==> config.mk <==
export PLATFORM = sky130hd
export DESIGN_NAME = serial_frame_deser
export DESIGN_NICKNAME = d
export VERILOG_FILES = /design/src/rtl/serial_frame_deser.sv
export SDC_FILE = /design/constraint.sdc
export NUM_CORES = 1
export LEC_CHECK = 0
export CAP_MARGIN = 0
export CORE_UTILIZATION = 60
export CTS_CLUSTER_SIZE = 16
export DETAILED_ROUTE_END_ITERATION = 10
export PLACE_DENSITY = 0.8
export REMOVE_ABC_BUFFERS = 1
export SYNTH_ARGS = -nofsm -noshare
export SYNTH_HDL_FRONTEND = slang
export SYNTH_SLANG_ARGS = --single-unit
==> constraint.sdc <==
create_clock -name clk -period 3.2 [get_ports clk]
set_clock_uncertainty 0.15 [all_clocks]
set_input_delay 0.48 -clock clk [delete_from_list [all_inputs] [get_ports clk]]
set_output_delay 0.48 -clock clk [all_outputs]
set_load 0.01 [all_outputs]
==> src/rtl/serial_frame_deser.sv <==
// rtl/serial_frame_deser.sv - sync-word hunting serial deserializer with byte FIFO and sticky status
// Optional trailing even-parity bit per byte and parity_err port: SERIAL_FRAME_DESER_PARITY_EN
`timescale 1ns/1ps
module serial_frame_deser #(
    parameter logic [7:0] SYNC_WORD   = 8'hA5,
    parameter int         FRAME_BYTES = 4,
    parameter int         FIFO_DEPTH  = 4
) (
    input  logic       clk,
    input  logic       rst_n,
    input  logic       ena,
    input  logic       bit_in,
    output logic [7:0] byte_out,
    output logic       sof_out,
    output logic       byte_valid,
    input  logic       byte_ready,
    output logic       locked,
    output logic       overflow,
`ifdef SERIAL_FRAME_DESER_PARITY_EN
    output logic       parity_err,
`endif
    input  logic       clear_err
);
    localparam int AW = $clog2(FIFO_DEPTH);
    localparam logic [7:0] LAST_BYTE = 8'(FRAME_BYTES - 1);
`ifdef SERIAL_FRAME_DESER_PARITY_EN
    localparam logic [3:0] LAST_BIT = 4'd8;
`else
    localparam logic [3:0] LAST_BIT = 4'd7;
`endif

    typedef enum logic {S_HUNT, S_DATA} state_t;

    state_t      r_state, w_state_next;
    logic [7:0]  r_hunt, r_shift, r_byte_cnt;
    logic [3:0]  r_bit_cnt;
    logic [8:0]  r_mem [FIFO_DEPTH];
    logic [AW:0] r_wr_ptr, r_rd_ptr;
    logic        r_overflow;
    logic [7:0]  w_hunt_next, w_shift_next;
    logic        w_sync_hit, w_byte_done, w_frame_done, w_parity_bad;
    logic        w_empty, w_full, w_pop, w_push_ok, w_drop;

    assign w_hunt_next  = {r_hunt[6:0], bit_in};
    assign w_shift_next = {r_shift[6:0], bit_in};
    assign w_empty      = (r_wr_ptr == r_rd_ptr);
    assign w_full       = (r_wr_ptr[AW] != r_rd_ptr[AW]) &&
                          (r_wr_ptr[AW-1:0] == r_rd_ptr[AW-1:0]);
    assign w_pop        = !w_empty && byte_ready;
    // A pop on the same edge frees the slot, so a push into a full FIFO still lands.
    assign w_push_ok    = w_byte_done && (!w_full || w_pop);
    assign w_drop       = w_byte_done && w_full && !w_pop;

    always_ff @(posedge clk or negedge rst_n) begin
        if (!rst_n) r_state <= S_HUNT;
        else        r_state <= w_state_next;
    end

    always_comb begin
        w_state_next = r_state;
        w_sync_hit   = 1'b0;
        w_byte_done  = 1'b0;
        w_frame_done = 1'b0;
        w_parity_bad = 1'b0;
        if (ena) begin
            case (r_state)
                S_HUNT: begin
                    if (w_hunt_next == SYNC_WORD) begin
                        w_sync_hit   = 1'b1;
                        w_state_next = S_DATA;
                    end
                end
                S_DATA: begin
                    w_byte_done = (r_bit_cnt == 4'd7);
`ifdef SERIAL_FRAME_DESER_PARITY_EN
                    w_parity_bad = (r_bit_cnt == 4'd8) && ((^r_shift) ^ bit_in);
`endif
                    if (r_bit_cnt == LAST_BIT && r_byte_cnt == LAST_BYTE) begin
                        w_frame_done = 1'b1;
                        w_state_next = S_HUNT;
                    end
                end
                default: w_state_next = S_HUNT;
            endcase
        end
    end

    // Hunt register is zeroed on sync so the sync bits never seed the next search.
    always_ff @(posedge clk or negedge rst_n) begin
        if (!rst_n) begin
            r_hunt     <= 8'h00;
            r_shift    <= 8'h00;
            r_bit_cnt  <= 4'd0;
            r_byte_cnt <= 8'd0;
        end else if (ena) begin
            if (r_state == S_HUNT) begin
                r_hunt     <= w_sync_hit ? 8'h00 : w_hunt_next;
                r_bit_cnt  <= 4'd0;
                r_byte_cnt <= 8'd0;
            end else begin
                if (r_bit_cnt < 4'd8) r_shift <= w_shift_next;
                if (r_bit_cnt == LAST_BIT) begin
                    r_bit_cnt  <= 4'd0;
                    r_byte_cnt <= w_frame_done ? 8'd0 : r_byte_cnt + 8'd1;
                end else begin
                    r_bit_cnt  <= r_bit_cnt + 4'd1;
                end
            end
        end
    end

    always_ff @(posedge clk) begin
        if (w_push_ok) r_mem[r_wr_ptr[AW-1:0]] <= {(r_byte_cnt == 8'd0), w_shift_next};
    end

    always_ff @(posedge clk or negedge rst_n) begin
        if (!rst_n) begin
            r_wr_ptr   <= '0;
            r_rd_ptr   <= '0;
            r_overflow <= 1'b0;
        end else begin
            if (w_push_ok) r_wr_ptr <= r_wr_ptr + 1'b1;
            if (w_pop)     r_rd_ptr <= r_rd_ptr + 1'b1;
            if (w_drop)         r_overflow <= 1'b1;
            else if (clear_err) r_overflow <= 1'b0;
        end
    end

`ifdef SERIAL_FRAME_DESER_PARITY_EN
    logic r_parity_err;
    always_ff @(posedge clk or negedge rst_n) begin
        if (!rst_n)            r_parity_err <= 1'b0;
        else if (w_parity_bad) r_parity_err <= 1'b1;
        else if (clear_err)    r_parity_err <= 1'b0;
    end
    assign parity_err = r_parity_err;
`endif

    assign byte_valid          = !w_empty;
    assign {sof_out, byte_out} = w_empty ? 9'd0 : r_mem[r_rd_ptr[AW-1:0]];
    assign locked              = (r_state == S_DATA);
    assign overflow            = r_overflow;

endmodule

After elaboration in Yosys (flattened, before gate mapping)
Memory sizes are Yosys's and may differ from the RTL's.
Index checks and enable logic that the tools add are counted.
- add/sub/neg operators: 4
- magnitude comparators: 1
- equal/unequal tests: 7
- multiplexer cells: 21
- bitwise logic cells: 1
- reduce and logical (&&, ||, !) cells: 15
- operators with widths (kind ; number):
    $mux 8 ; 3
    $mux 1 ; 13
    $mux 9 ; 1
    $add 8x1->8 const B ; 1
    $eq 8x2->1 const B ; 1
    $eq 8x8->1 const B ; 1
    $logic_not 8->1 ; 1
    $mux 4 ; 2
    $mux 7 ; 1
    $add 3x1->3 const B ; 2
    $logic_and 1x1->1 ; 6
    $add 4x1->4 const B ; 1
    $eq 4x3->1 const B ; 1
    $lt 4x4->1 const B ; 1
    $reduce_and 2->1 ; 2
    $eq 3x3->1 ; 1
    $logic_not 1->1 ; 3
    $reduce_and 3->1 ; 1
    $eq 2x2->1 ; 1
    $ne 2x1->1 const B ; 1
    $pmux 1 s2 ; 1
    $reduce_bool 2->1 ; 1
    $logic_or 1x1->1 ; 1
    $ne 1x1->1 ; 1
    $not 1->1 ; 1
- register bits: 34
- memory bits (writable): 36
- input port bits: 6
- output and inout port bits: 12
- logic and storage cells: 58
- memories kept: 1
- memory list (memory ; depth ; width ; read ports ; clocked after memory_dff ; write ports ; RTL line ; source):
    r_mem ; 4 ; 9 ; 1 ; 0 ; 1 ; 37 ; logic [8:0] r_mem [FIFO_DEPTH];

Longest topological paths before layout
Gate-level depths: netlist of run 1.
- depth after elaboration: 8
- depth in mapped cells: 6
- mapped depth without buffers: 5

Least setup slack after synthesis of run 1
Ideal clock, no wire load.
- kind: register -> output
- start point: reg r_rd_ptr[0]
- end point: out byte_out[0]
- arrival time: 1355 ps
- data required time: 2570 ps
- slack: 1215 ps
- stages on the path, launching flop included: 4
- buffers on the path: 1
- cells stage by stage: dfrtp_1 buf_2 mux4_2 and2_1
- cells in the longest elaborated chain, start to end: 2
- elaborated cells between the ends (all ways): 3
- those cells by class: eq/ne: 1; mux: 1; memory: 1
- RTL lines (item ; RTL line ; source):
    from (decl) ; 38 ; logic [AW:0] r_wr_ptr, r_rd_ptr;
    from (signal assigned) ; 123 ; if (w_pop) r_rd_ptr <= r_rd_ptr + 1'b1;
    $mem_v2 4x9 / $eq 3x3->1 (equally long branches) ; n/a ;
    $mux 9 * ; 140 ; assign {sof_out, byte_out} = w_empty ? 9'd0 : r_mem[r_rd_ptr[AW-1:0]];
    to (decl) ; 13 ; output logic [7:0] byte_out,
Mark *: on every way between the ends. The rest lies on a longest branch, timed or not.

Worst setup path after layout of run 1
Ends and elaborated chain as after synthesis.

==> reports/results.ini, run 1 <==
[sta]
max_freq_mhz = 341
final.setup.worst_slack_ps = 266
finalCriticalPeriod_ps = 2930
slew_headroom_pct = 46.4
rsz0062_at_grt = no
worst_slew_pin_slew_ps = 802
maxSlewViolCount = 0
hold_viol = 0
setup_violations = 0
finalCritPeriodShare_pct = 91.7
tns_ps = 0

[pwr]
power.leakage_uw = 0.00141
vdd_ir_drop_max_mv = 0.420
p_sw_share_pct = 26.8
clock_power_share_pct = 29.9
switchingPower_uw = 670
pwr-share-seq_pct = 46.8
p_per_area_mw_per_mm2 = 704
p_int_uw = 1830
pwr-share-comb_pct = 23.3
totalPowerFinal_uw = 2500

[synthesis]
yosys_warnings = 0
synth_compound_area_share_pct = 4.68
ys_types = 46
synth-adder-area-share_pct = 3.23
synth_edf_count = 36
synthSimpleGateAreaFrac_pct = 12.4
synthFlopType = edfxtp_1
syn_area_sq_mm = 0.00310
synth-seq-cells = 70
syn_inst = 203
synth_top_family_by_area = simple AND/OR/NAND/NOR gates
yosys.area_share.xor_xnor_pct = 2.83
synth_area_per_cell_sq_um = 15.3
synth.mux.area_fraction_pct = 12.3
async_flop_share_pct = 48.6
seq_area_frac_synth_pct = 62.4

[placed_design]
place_ws_ps = 589
place_hpwl_um = 3630
port_buffers = 17
place.gp.congestion = 0.815

[final_layout]
final_cell_mix = 36 x edfxtp_1, 34 x dfrtp_1, 17 x clkdlybuf4s50_1
fin_nets = 242
n_antenna_cell = 0
fillers = 297
area_delta_synth_final_pct = 14.7
layout_commonest_cell = edfxtp_1
drive_gt1_share_pct = 22.3
final_core_util_pct = 73.3

[floorplan]
start_util_pct = 63.9
die_y_um = 73.9
row_count = 25
io_pins = 18
core-area_sq_mm = 0.00485
dieWidth_um = 73.9
die-area_sq_mm = 0.00545

[detailed_routing]
wire_per_inst_um = 17.2
viasPerCell = 5.86
drc = 0
drtIter0Drc = 102
vias = 1757
dr.pass1.iters = 4
drt_wl_total_um = 5170
final_antenna_net_count = 0

[worst_setup_path]
crit_path_end_kind = output port
worstSetupStartpointType = flop
cp.depth = 4
cpMaxStageDelayCell = dfrtp_1
required_ps = 2570
cpPeakStageDelay_ps = 550
crit_path_start = r_rd_ptr[0]
arrival_ps = 2300
cpLargestDelayFamily = buffers and inverters
crit_chain = buf_4, mux4_2, and2_1, clkdlybuf4s50_1
worstPathMaxFanout = 7
critPathKind = flop to output port
rr_startpoint = r_bit_cnt[0]
rrSetupSlack_ps = 950
worst_r2r_path_depth = 5
critPathBufInv = 2
cp-endpoint = byte_out[0]
reg2reg_to = r_mem[1][1]

[min_path]
worstHoldPathType = flop to flop
hp-start = r_wr_ptr[2]

[grt]
grt_overflow = 0
grt_pass1_vias = 1842
grt_use_total_pct = 23.0
grt_pass1_wl_um = 8800
grt_antenna_before_repair = 0
grt_max_degree = 35

[clocking]
cts_buffer_depth = 2
root_buffer = clkbuf_8
clock_latency_ps = 330
cts_sinks = 70
cts_buffers = 9
post_cts_resize_count = 0
ctsHoldBuffers = 0
cts_setup_buffers = 0
htreeDepth = 3
clk_pin_slew_ps = 70
cts_tree = built

[outcome]
status = finished clean

[run]
maxCapViolations = 0

[worst min path at each step]
stage	to	slack [ps]	cells past startpoint
CTS	r_rd_ptr[2]	360	1
global placement	r_wr_ptr[2]	320	1
finish	r_wr_ptr[2]	360	1
floorplan	locked	30	0
global route	r_rd_ptr[2]	370	1
detailed placement	r_rd_ptr[2]	350	1
[state kept, by name (all words and copies together), names as in the netlist, 3 cells and up]
| register | cells |
|---|---|
| r_byte_cnt | 8 |
| r_shift | 7 |
| r_wr_ptr | 3 |
| r_rd_ptr | 3 |
| r_mem | 36 |
| r_hunt | 7 |
| r_bit_cnt | 4 |
[cells by family (layout without fill, tap and decap cells)]
logic type / count (synthesis) / count (layout)
flip-flops: 70 / 70
AND/OR/NAND/NOR: 54 / 54
multiplexers: 25 / 25
AO/OA/AOI/OAI: 20 / 20
buffers and inverters: 16 / 46
XOR/XNOR: 10 / 10
adder cells (fa/ha/maj): 8 / 8
[area by class of cell]
class	count	area, sq um	area share [%]
inverter	10	37.5	1.06
multi-input combinational	117	1100	30.8
clock buffer	9	124	3.48
timing repair buffer	20	193	5.42
sequential	70	1930	54.3
tap	67	83.8	2.36
clock inverter	7	88.8	2.50
[worst reg2reg max path: cells and delay by family, from the launching register on]
| family | cells | cell delay, ps |
|---|---|---|
| DFF | 1 | 380 |
| and+or+nand+nor | 4 | 1050 |
| adders and majority gates | 1 | 300 |
[metal layers]
metal | share of wire (%) | vias to the layer above | GRT usage (%) | routed length (um)
met5 | 0 | - | 0 | 0
met4 | 1.1 | 0 | 10.9 | 57
met3 | 3.2 | 6 | 6.45 | 167
met2 | 54 | 41 | 39.1 | 2820
met1 | 41 | 906 | 27.0 | 2130
li1 | - | 804 | - | -
[cells in the mapped netlist (2+ instances only)]
cell type,n,area share (%)
xnor2_1,6,1.7
nor2_1,5,0.61
and3_1,4,0.81
ha_1,8,3.2
o22ai_1,2,0.40
buf_4,2,0.48
nand3_1,7,1.1
mux2i_1,2,0.65
a31oi_1,3,0.61
mux2_2,14,5.1
nand3b_1,2,0.48
and2_1,13,2.6
clkbuf_1,2,0.24
inv_1,10,1.2
mux4_2,9,6.5
dfrtp_1,34,27
a21oi_1,2,0.32
nand2_1,7,0.85
xor2_1,4,1.1
buf_2,2,0.32
o21ai_0,5,0.81
edfxtp_1,36,35
[power groups by stage]
| stage | sequential, uW | clock (uW) | combinational [uW] |
|---|---|---|---|
| floorplan | 1170 | 0 | 344 |
| global placement | 1180 | 0 | 564 |
| detailed placement | 1190 | 0 | 588 |
| CTS | 1170 | 767 | 593 |
| global route | 1190 | 803 | 640 |
| finish | 1170 | 748 | 584 |
[per-stage QoR]
stage	std cells	cell area, sq um	hold slack (ps)
6_report	300	3550	357
5_1_grt	300	3550	373
4_1_cts	300	3550	362
3_5_place_dp	284	3340	347
3_3_place_gp	284	3340	324
2_1_floorplan	197	3070	34.4
(Power assumes the default switching activity.)
==> inputs of run 2 (changes only) <==
--- a/config.mk
+++ b/config.mk
@@ -11,6 +11,7 @@
 export DETAILED_ROUTE_END_ITERATION = 10
 export PLACE_DENSITY = 0.8
 export REMOVE_ABC_BUFFERS = 1
+export SKIP_LAST_GASP = 1
 export SYNTH_ARGS = -nofsm -noshare
 export SYNTH_HDL_FRONTEND = slang
 export SYNTH_SLANG_ARGS = --single-unit
==> results of run 2 <==
The final DEF is identical to that of run 1; final timing and power are the same.
==> RTL edit (config.mk and constraints of run 1) <==
`FIFO_DEPTH`: 4 -> 8.
--- a/src/rtl/serial_frame_deser.sv
+++ b/src/rtl/serial_frame_deser.sv
@@ -4,7 +4,7 @@
 module serial_frame_deser #(
     parameter logic [7:0] SYNC_WORD   = 8'hA5,
     parameter int         FRAME_BYTES = 4,
-    parameter int         FIFO_DEPTH  = 4
+    parameter int         FIFO_DEPTH  = 8
 ) (
     input  logic       clk,
     input  logic       rst_n,
Behaviour: same outputs for any inputs over 10 cycles, from zero or initial values and one cycle with rst_n low; that may be too few to reach the edited logic, so the function may still have changed.
==> RTL edit against run 1 <==
Wire length grew 49%; highest routed layer unchanged; synthesized cell count grew 38%; clock power grew 2%; sequential share of layout area up 6.2 points; worst hold slack worse by 0.31 ns; area after synthesis up 46%; sequential cell count rose by 38; die area up 45%; power fell by 0.50%; non-clock buffer count grew 12; worst setup slack worse by 0.020 ns; cell area up 42%; count of clock-buffer cells in the layout is 2 higher.
==> RTL edit: results (changes against run 1) <==
| Metric | Value |
|---|---|
| Multi-input logic portion of the cell area | 0.273 (was 0.308) |
| First-pass GRT wire length | 12300 um (was 8800 um) |
| Async SR Flop Fraction | 0.333 (was 0.486) |
| Flop2flop setup slack | 0.87 ns (was 0.95 ns) |
| Inverters | 8 (was 10) |
| Number of enable flip-flop cells after synthesis | 72 (was 36) |
| Reg2Reg Depth | 4 (was 5) |
| Clk buf depth | 2 (unchanged) |
| Layout clock buffer count | 11 (was 9) |
| Critical path fanouts, max | 13 (was 7) |
| HP Class | in -> async (was reg -> reg) |
| Commonest cells post-synth | edfxtp_1, dfrtp_1, nor2_1 (was edfxtp_1, dfrtp_1, mux2_2) |
| Clk tree area frac | 0.0361 (was 0.0598) |
| Cell count after placement | 399 (was 284) |
| Share of cells above drive strength 1 | 0.212 (was 0.223) |
| Slew @ Worst Pin | 0.803 ns (was 0.802 ns) |
| Post-CTS Setup Bufs | 0 (unchanged) |
| YS warnings | 0 (unchanged) |
| Nonclk buf count | 32 (was 20) |
| Register bit total from synthesis | 108 (was 70) |
| Fraction of area in registers | 0.606 (was 0.543) |
| Non-clock buffers, area share | 0.0549 (was 0.0542) |
| Crit path DAT | 2.32 ns (was 2.30 ns) |
| Filler cells | 509 (was 297) |
| Largest register FFs | 72 (was 36) |
| DR iter-0 viols | 142 (was 102) |
| Outcome | finished clean (unchanged) |
| DR vias/cell | 5.84 (was 5.86) |
| CTS buffer count | 9 (unchanged) |
| CP max stage cell | dfrtp_1 (unchanged) |
| Routed WL | 7730 um (was 5170 um) |
| Clock latency on the worst-skew pair | 0.36 ns (was 0.33 ns) |
| Post-synthesis sequential area ratio | 0.676 (was 0.624) |
| Cells after synthesis | 281 (was 203) |
| Detailed-router iteration count before antenna repair | 4 (unchanged) |
| Overall global routing resource usage | 0.218 (was 0.230) |
| Largest net degree at the start of global routing | 37 (was 35) |
| Cell variety after synth | 39 (was 46) |
| Initial antenna violation count | 0 (unchanged) |
| Nets@finish | 322 (was 242) |
| Routability congestion estimate | 0.824 (was 0.815) |
| Largest cells by area after synthesis | edfxtp_1, dfrtp_1, mux4_2 (unchanged) |
| Multi-input combinational cell count | 152 (was 117) |
| VDD IR max | 0.000233 V (was 0.000420 V) |
| Wirelength per Cell | 18.6 um (was 17.2 um) |
| CP peak stage delay | 0.62 ns (was 0.55 ns) |
| Reg clk slew, reported paths | 0.11 ns (was 0.07 ns) |
| DP HPWL | 5280 um (was 3630 um) |
| Pleak | 1.87 nW (was 1.41 nW) |
| Kind of cell adding the most delay to the critical path | buffers and inverters (unchanged) |
| Number of global-route vias before repair | 2421 (was 1842) |
| WHS | 0.0439 ns (was 0.357 ns) |
## RTL edit: through the flow
stage	utilization	instance area, um^2	worst slack [ns]
final	0.694	5060	0.247
after global routing	0.694	5060	0.137
after CTS	0.694	5060	0.221
after detailed placement	0.668	4870	0.575
after global placement	0.668	4870	0.582
after floorplan	-	4460	0.104
## RTL edit: worst paths after layout
check                                          endpoint               startpoint
worst min-delay path              r_hunt[6]$_DFFE_PN0P_                    rst_n
min in group clk                r_rd_ptr[3]$_DFFE_PN0P_  r_rd_ptr[3]$_DFFE_PN0P_
worst min register to register  r_rd_ptr[3]$_DFFE_PN0P_  r_rd_ptr[3]$_DFFE_PN0P_
max in group asynchronous        r_shift[4]$_DFFE_PN0P_                    rst_n
worst max register to register    r_mem[7][2]$_DFFE_PP_  r_rd_ptr[1]$_DFFE_PN0P_
worst max-delay path                        byte_out[3]  r_rd_ptr[1]$_DFFE_PN0P_
## RTL edit: power by group
part / internal, mW / switching, mW / leakage (nW) / total (mW)
clock: 0.316 / 0.445 / 0.0953 / 0.761
combinational: 0.0604 / 0.0600 / 0.643 / 0.120
sequential: 1.55 / 0.0604 / 1.13 / 1.61
## RTL edit: logic make-up (layout without fill, tap and decap cells)
group,Yosys count,after routing,share of synthesized area
simple gates,65,65,0.0743
fa+ha+maj,5,5,0.0138
flops,108,108,0.676
xor+xnor,13,13,0.0251
buf+inv,21,56,0.0218
mux,42,42,0.147
compound gates,27,27,0.0420
## RTL edit: metal layers
layer	vias up	share of wire	routed length, um	global-route usage
li1	1134	-	-	-
met1	1239	0.42	3280	0.291
met3	7	0.035	269	0.0457
met2	45	0.53	4130	0.367
met5	-	0	0	0
met4	0	0.0071	55	0.0587
